File: config.mk
export PLATFORM = sky130hd
export DESIGN_NAME = systolic_drain
export DESIGN_NICKNAME = d
export VERILOG_FILES = /design/src/rtl/systolic_drain_pkg.sv /design/src/rtl/systolic_drain_sync_fifo.sv /design/src/rtl/systolic_drain.sv
export SDC_FILE = /design/constraint.sdc
export NUM_CORES = 1
export LEC_CHECK = 0
export ABC_AREA = 0
export CAP_MARGIN = 20
export CORE_ASPECT_RATIO = 1.2
export CORE_MARGIN = 2
export CORE_UTILIZATION = 59
export CTS_CLUSTER_SIZE = 40
export DETAILED_ROUTE_END_ITERATION = 12
export MAX_ROUTING_LAYER = met4
export PLACE_DENSITY = 0.88
export SETUP_SLACK_MARGIN = 0.02
export SYNTH_ARGS = -nofsm -noshare
export SYNTH_HDL_FRONTEND = slang
export SYNTH_SLANG_ARGS = --single-unit
File: constraint.sdc
create_clock -name clk -period 15.15 [get_ports clk]
set_input_delay 3.03 -clock clk [delete_from_list [all_inputs] [get_ports clk]]
set_output_delay 3.03 -clock clk [all_outputs]
set_load 0.005 [all_outputs]
File: src/rtl/systolic_drain_pkg.sv
// Shared configuration for the systolic array output path.
// Provides the array geometry (sys_cols, P_BITWIDTH), the de-skewed row type
// and the default depth of the drain FIFO.
package systolic_drain_pkg;

  localparam int sys_cols      = 4;
  localparam int P_BITWIDTH    = 32;
  localparam int OUT_DEPTH_DEF = 8;

  typedef logic [sys_cols-1:0][P_BITWIDTH-1:0] psum_row_t;

endpackage

File: src/rtl/systolic_drain_sync_fifo.sv
// First-word-fall-through synchronous FIFO.
// Ports:
//   clk, rst          - clock, synchronous active-high reset
//   push, push_data   - write request and word
//   pop               - read request; advances the head (ignored when empty)
//   head              - current head word, combinational from the read pointer
//   full, empty       - occupancy flags
//   count             - occupancy, 0..DEPTH
// A push while full is accepted only when a pop happens in the same cycle.
module sync_fifo #(
  parameter int WIDTH = 8,
  parameter int DEPTH = 8,
  localparam int AW = $clog2(DEPTH),
  localparam int CW = $clog2(DEPTH + 1)
) (
  input  logic             clk,
  input  logic             rst,
  input  logic             push,
  input  logic [WIDTH-1:0] push_data,
  input  logic             pop,
  output logic [WIDTH-1:0] head,
  output logic             full,
  output logic             empty,
  output logic [CW-1:0]    count
);

  logic [WIDTH-1:0] mem [DEPTH];
  logic [AW-1:0]    wr_ptr;
  logic [AW-1:0]    rd_ptr;
  logic             do_push;
  logic             do_pop;

  assign empty   = (count == '0);
  assign full    = (count == CW'(DEPTH));
  assign do_pop  = pop && !empty;
  assign do_push = push && (!full || do_pop);
  assign head    = mem[rd_ptr];

  // Storage is not reset; only pointers and occupancy carry state.
  always_ff @(posedge clk) begin
    if (do_push) mem[wr_ptr] <= push_data;
  end

  always_ff @(posedge clk) begin
    if (rst) begin
      wr_ptr <= '0;
      rd_ptr <= '0;
      count  <= '0;
    end else begin
      if (do_push) wr_ptr <= wr_ptr + AW'(1);
      if (do_pop)  rd_ptr <= rd_ptr + AW'(1);
      case ({do_push, do_pop})
        2'b10:   count <= count + CW'(1);
        2'b01:   count <= count - CW'(1);
        default: count <= count;
      endcase
    end
  end

endmodule

File: src/rtl/systolic_drain.sv
// Output-side collector for the weight-stationary systolic array.
// De-skews each result row, tags it with its last-of-tile flag and buffers it
// in a FWFT FIFO presented over valid/ready.
// Ports:
//   clk, rst              - clock, synchronous active-high reset
//   in_valid, in_last     - row start (column 0 valid) and its last-of-tile tag
//   of_data               - skewed array outputs, column j lags by j cycles
//   out_valid, out_ready  - head-row handshake
//   out_data, out_last    - de-skewed head row and its tag
//   count                 - FIFO occupancy
//   overflow              - sticky, a row was dropped on a full FIFO
module systolic_drain
  import systolic_drain_pkg::*;
#(
  parameter int OUT_DEPTH = OUT_DEPTH_DEF
) (
  input  logic                           clk,
  input  logic                           rst,
  input  logic                           in_valid,
  input  logic                           in_last,
  input  psum_row_t                      of_data,
  output logic                           out_valid,
  input  logic                           out_ready,
  output psum_row_t                      out_data,
  output logic                           out_last,
  output logic [$clog2(OUT_DEPTH+1)-1:0] count,
  output logic                           overflow
);

  localparam int FW = P_BITWIDTH * sys_cols + 1;

  wire psum_row_t       aligned;
  logic [sys_cols-2:0]  v_sr;
  logic [sys_cols-2:0]  l_sr;
  logic                 wr_en;
  logic                 wr_last;
  logic                 pop;
  logic                 push;
  logic                 full;
  logic                 empty;
  logic [FW-1:0]        head;

  // Column j arrives j cycles after column 0; delaying it by sys_cols-1-j
  // lines every column up with the last one, which is used as-is.
  for (genvar j = 0; j < sys_cols; j++) begin : g_col
    if (j == sys_cols - 1) begin : g_direct
      assign aligned[j] = of_data[j];
    end else begin : g_dly
      localparam int D = sys_cols - 1 - j;
      logic [P_BITWIDTH-1:0] dl [D];
      always_ff @(posedge clk) begin
        dl[0] <= of_data[j];
        for (int k = 1; k < D; k++) dl[k] <= dl[k-1];
      end
      assign aligned[j] = dl[D-1];
    end
  end

  // Row-start tag follows the same skew so its tail coincides with alignment.
  always_ff @(posedge clk) begin
    if (rst) begin
      v_sr <= '0;
      l_sr <= '0;
    end else begin
      v_sr[0] <= in_valid;
      l_sr[0] <= in_valid && in_last;
      for (int k = 1; k < sys_cols - 1; k++) begin
        v_sr[k] <= v_sr[k-1];
        l_sr[k] <= l_sr[k-1];
      end
    end
  end

  assign wr_en   = v_sr[sys_cols-2];
  assign wr_last = l_sr[sys_cols-2];

  assign out_valid = !empty;
  assign pop       = out_valid && out_ready;
  // A full FIFO still takes the row when the head leaves in the same cycle.
  assign push      = wr_en && (!full || pop);

  always_ff @(posedge clk) begin
    if (rst)                          overflow <= 1'b0;
    else if (wr_en && full && !pop)   overflow <= 1'b1;
  end

  sync_fifo #(
    .WIDTH (FW),
    .DEPTH (OUT_DEPTH)
  ) u_fifo (
    .clk       (clk),
    .rst       (rst),
    .push      (push),
    .push_data ({wr_last, aligned}),
    .pop       (pop),
    .head      (head),
    .full      (full),
    .empty     (empty),
    .count     (count)
  );

  assign out_last = head[FW-1];
  assign out_data = head[FW-2:0];

endmodule

Word level (Yosys, flattened, before mapping) --
Memory sizes are Yosys's and may differ from the RTL's. A register that Yosys moved wholly into a read port is not among the register bits. Index checks and enable logic that the tools add are counted.
Operators by class: $add $sub $neg 4, multipliers 0, divide/modulo/power cells 0, order comparisons 0, eq/ne operators 3, shift operators 0, multiplexer cells 5, bitwise logic cells 0, reductions and logical operators 14
Operators with widths (number):
- 4-bit one-hot mux with 2 select lines | 1
- 1-bit logical AND | 7
- 3-bit by 1-bit adder with 3-bit output, second input constant | 2
- 3-bit two-way mux | 2
- 4-bit by 1-bit adder with 4-bit output, second input constant | 1
- 4-bit == test, second input constant | 1
- 4-bit logical NOT | 1
- 4-bit by 1-bit subtractor with 4-bit output, second input constant | 1
- 1-bit logical NOT | 3
- 2-bit by 1-bit == test with 1-bit output, second input constant | 1
- 2-bit == test, second input constant | 1
- 1-bit logical OR | 2
- 1-bit two-way mux | 2
- 2-bit nonzero test | 1
Word-level totals: register bits 17, bits in latches 0, RAM bits 1224, ROM bits 0, input bits 133, output and inout port bits 135, word-level logic and storage cells 36, memories kept 4
Memories:
- u_fifo.mem | words 8, width 129, rd ports 1, clocked after memory_dff 1, wr ports 1, RTL line systolic_drain_sync_fifo.sv:27 | logic [WIDTH-1:0] mem [DEPTH];
- g_col[0].g_dly.dl | words 3, width 32, rd ports 3, clocked after memory_dff 0, wr ports 3, RTL line systolic_drain.sv:50 | logic [P_BITWIDTH-1:0] dl [D];
- g_col[1].g_dly.dl | words 2, width 32, rd ports 2, clocked after memory_dff 0, wr ports 2, RTL line systolic_drain.sv:50
- g_col[2].g_dly.dl | words 1, width 32, rd ports 1, clocked after memory_dff 0, wr ports 1, RTL line systolic_drain.sv:50

Longest topological paths before layout --
word-level depth 8, gate-level depth with buffers 11, mapped depth without buffers 10

Cells and area by module --
Synthesis repeated with hierarchy kept, for this count alone.
Second synthesis, totals: cell total of the unflattened synthesis 1788, area total of the unflattened synthesis 43945.9 um^2
By module, submodules not included:
- sync_fifo | times used 1, cells each 1577, area an instance 39880.7 um^2, seq. area each 31250.0 um^2
- systolic_drain | times used 1, cells each 211, area an instance 4065.1 um^2, seq. area each 3983.8 um^2

Worst setup path after synthesis --
No wires, ideal clock.
path kind input-to-reg, start input out_ready, end memory u_fifo.mem[0][0] in the netlist's numbering, enable pin, library setup time 0.776 ns, arrival time 12.318 ns, path slack 2.056 ns, stages on the path 4, path through nand2b_1 o21ai_2 or2_2 nor3_1
Between the ends: longest elaborated chain between the ends 6, elaborated cells on any way between the ends 8
RTL lines:
- start: declaration | RTL line systolic_drain.sv:23 | input logic out_ready,
- 1-bit logical AND (*) | RTL line systolic_drain.sv:78 | assign pop = out_valid && out_ready;
- 1-bit logical OR or 1-bit logical AND (tied branches) | RTL line systolic_drain.sv:80, systolic_drain_sync_fifo.sv:35
- 1-bit logical AND or 1-bit logical OR (tied branches) | RTL line systolic_drain.sv:80, systolic_drain_sync_fifo.sv:36
- 1-bit logical AND (*) | RTL line systolic_drain_sync_fifo.sv:36 | assign do_push = push && (!full || do_pop);
- 1-bit two-way mux (*) | RTL line systolic_drain_sync_fifo.sv:41 | if (do_push) mem[wr_ptr] <= push_data;
- 1-bit two-way mux (not written as such) (*) | RTL line systolic_drain_sync_fifo.sv:41
- end: declaration | RTL line systolic_drain_sync_fifo.sv:27
Mark *: on every way between the ends. The rest lies on a longest branch, timed or not.

==> impl_metrics.py <==
metrics = {
    "worst_setup_path": {
        "slowest_delay_ns": 1.02,
        "crit_chain": "buf_4, mux4_1, mux2_2, clkdlybuf4s50_1",
        "timing.critical_path.buf_inv": 2,
        "cp_max_fo": 57,
        "end_kind": "output pin",
        "critPathTopFamily": "buffers and inverters",
        "critPathLaunchType": "register",
        "cpMaxStageDelayCell": "dfxtp_4",
        "worstPathRequired_ns": 12.12,
        "crit_type": "reg -> out",
        "crit_arrival_ns": 4.24,
    },
    "pwr": {
        "clock_power_share_pct": 40.2,
        "switchingPower_mw": 1.42,
        "powerDensity_nw_per_um2": 138,
        "pwr-share-comb_pct": 6.5,
        "ir_worst_vdd_mv": 0.107,
        "intPower_mw": 5.68,
        "p_leak_nw": 16.4,
        "pwr-share-seq_pct": 53.4,
        "p_sw_share_pct": 20.0,
    },
    "sta": {
        "setup_tns_ns": 0,
        "rsz0062_at_grt": "false",
        "max_slew_margin_pct": 27.3,
        "finalMaxSlewViolations": 0,
        "worstMarginPinSlew_ns": 1.09,
        "period_needed_ns": 7.27,
        "fin_skew_ns": 0.0261,
        "hold_ws_ns": 0.317,
        "post-route-period-util_pct": 48.0,
        "fmax_mhz": 138,
        "setup_violations": 0,
        "hold_viol": 0,
    },
    "route": {
        "drc_errors": 0,
        "wirelength_um": 84000,
        "wl_per_cell_um": 26.7,
        "via_per_inst": 6.06,
        "drtPass1Iterations": 5,
        "antenna_left": 0,
        "vias": 19100,
        "drt_iter0_markers": 1590,
    },
    "job": {
        "max_cap_violations": 0,
    },
    "die": {
        "coreArea_sq_um": 73600,
        "dieArea_sq_um": 76500,
        "die_h_um": 303,
        "ios": 268,
        "die_x_um": 253,
        "rows": 109,
        "initial_utilization_pct": 59.5,
    },
    "cts": {
        "htreeDepth": 3,
        "cts_inserted_buffers": 111,
        "ctsRootBufferMaster": "clkbuf_16",
        "cts_resized": 0,
        "post_cts_buffers": 0,
        "clk_latency_ns": 0.69,
        "tritoncts": "yes",
        "clock_path_buffers": 3,
        "clkTransAtPathRegs_ns": 0.07,
        "clock_sinks": 1244,
        "holdBufCountCts": 0,
    },
    "logic_synthesis": {
        "synth_area_sq_um": 43900,
        "ys_seq_elements": 1244,
        "yosys-top-cells-area": "edfxtp_1 (71%), dfxtp_1 (9.7%), mux4_2 (7.9%), mux4_1 (6.2%), mux2_2 (3.3%)",
        "yosysSeqAreaShare_pct": 80.3,
        "yosys.cell_count.top_type": "edfxtp_1",
        "synth_ff_type": "edfxtp_1",
        "synth_top_area_share_pct": 70.7,
        "synth_nets": 1913,
        "yosys.area.top_type": "edfxtp_1",
        "ys_types": 32,
        "ys_async_sr_fraction_pct": 0,
        "syn-instance-count": 1775,
        "netlist_top_cells_count": "edfxtp_1 (1032), dfxtp_1 (212), mux4_2 (154), mux2_2 (130), mux4_1 (104)",
        "yosysWarnings": 0,
        "syn_area_per_cell_sq_um": 24.7,
        "synth-edff-count": 1032,
    },
    "final_layout": {
        "final_cells": 3151,
        "drive_gt1_share_pct": 22.7,
        "fin_util_pct": 69.6,
        "syn_to_final_growth_pct": 17.0,
        "num-fill-cells": 4115,
        "nets": 2242,
    },
    "placement": {
        "dp.cells": 2933,
        "io_buffers": 267,
        "dp_hpwl_um": 43200,
        "place_congestion": 0.710,
    },
    "global_routing": {
        "grt_pass1_wl_um": 124000,
        "grt_use_total_pct": 22.8,
        "grt_pass1_vias": 20100,
        "antenna_found_initial": 8,
        "grt_overflow": 0,
        "grt_max_degree": 130,
    },
    "hold_path": {
        "hp-class": "reg -> reg",
    },
    "status": {
        "status": "completed",
    },
}
[power by group through the flow]
stage	clock network, mW	logic (mW)	registers (mW)
after floorplan	0	0.313	3.83
after global placement	0	0.451	3.85
after detailed placement	0	0.461	3.86
after CTS	2.90	0.469	3.79
after global routing	3.02	0.488	3.79
final	2.85	0.460	3.78
[final timing paths]
| kind | endpoint | start | cells after the start | slack (ns) |
|---|---|---|---|---|
| max reg2reg | u_fifo.mem[6][92] | u_fifo.count[1] | 6 | 11.74 |
| min reg2reg | g_col[1].g_dly.dl[0][43] | g_col[1].g_dly.dl[0][11] | 0 | 0.32 |
| min | g_col[1].g_dly.dl[0][43] | g_col[1].g_dly.dl[0][11] | 0 | 0.32 |
| max | out_data[89] | register | 4 | 7.88 |
[per-stage QoR]
stage | power (mW) | cell area, sq um | setup WS (ns)
6_report | 7.09 | 51300 | 7.88
5_1_grt | 7.30 | 51300 | 7.64
4_1_cts | 7.15 | 51200 | 7.77
3_5_place_dp | 4.32 | 47500 | 8.53
3_3_place_gp | 4.30 | 47500 | 8.64
2_1_floorplan | 4.14 | 43900 | 2.06
[logic make-up (layout without fill, tap and decap cells)]
kind of cell	count (synthesis)	after routing	share of synthesized area [%]
AOI/OAI and AO/OA	12	12	0.171
xor gates and xnor gates	6	6	0.120
adders and majority gates	5	5	0.143
buffers and inverters	76	501	1.22
DFF	1244	1244	80.3
muxes	390	390	17.5
other	0	8	0
and+or+nand+nor	42	42	0.468
[area by class of cell]
class | instances | area [sq um] | area share [%]
Multi-Input combinational cell | 455 | 8140 | 15.9
Inverter | 1 | 3.75 | 0.00732
Clock buffer | 165 | 3270 | 6.38
Tap cell | 943 | 1180 | 2.30
Clock inverter | 44 | 500 | 0.976
Antenna cell | 8 | 20.0 | 0.0390
Timing Repair Buffer | 291 | 2940 | 5.72
Sequential cell | 1244 | 35200 | 68.7
[layout by cell type, fill, tap and decap left out, types with 3 or more instances in the layout]
cell / instances
ha_1: 5
nor2_1: 11
diode_2: 8
bufinv_16: 9
dfxtp_4: 3
nand2_1: 5
clkdlybuf4s50_1: 267
inv_6: 5
a21oi_1: 5
mux4_1: 104
clkinv_1: 3
mux2_2: 130
edfxtp_1: 1032
nor2_4: 6
xor2_1: 6
clkbuf_16: 113
clkinv_2: 18
nor2b_1: 6
buf_12: 5
buf_4: 18
clkinvlp_4: 4
nand2b_1: 4
clkbuf_8: 25
dfxtp_1: 209
mux4_2: 154
clkbuf_1: 27
[flip-flops by register name, indices dropped and copies added (netlist names), named ones only]
name and cells:
u_fifo.mem 1032, g_col.g_dly.dl 192, u_fifo.count 4, l_sr 3, u_fifo.rd_ptr 3, u_fifo.wr_ptr 3, v_sr 3, overflow 1
[metal layers]
metal / track usage [%] / wire, um / up-vias
li1: - / - / 8140
met1: 28.5 / 32200 / 10000
met2: 38.4 / 44000 / 764
met3: 3.69 / 5490 / 152
met4: 8.27 / 2280 / 0
met5: - / 0 / -
[worst register-to-register path, cell delays in order, from the launching register on]
cell and delay [ns]:
dfxtp_1 0.48, or3_1 0.24, o21ai_2 0.13, or2_2 0.40, nor2_4 0.54, buf_4 0.50, buf_4 0.69
Note: power is estimated with default switching activity, not from simulation.
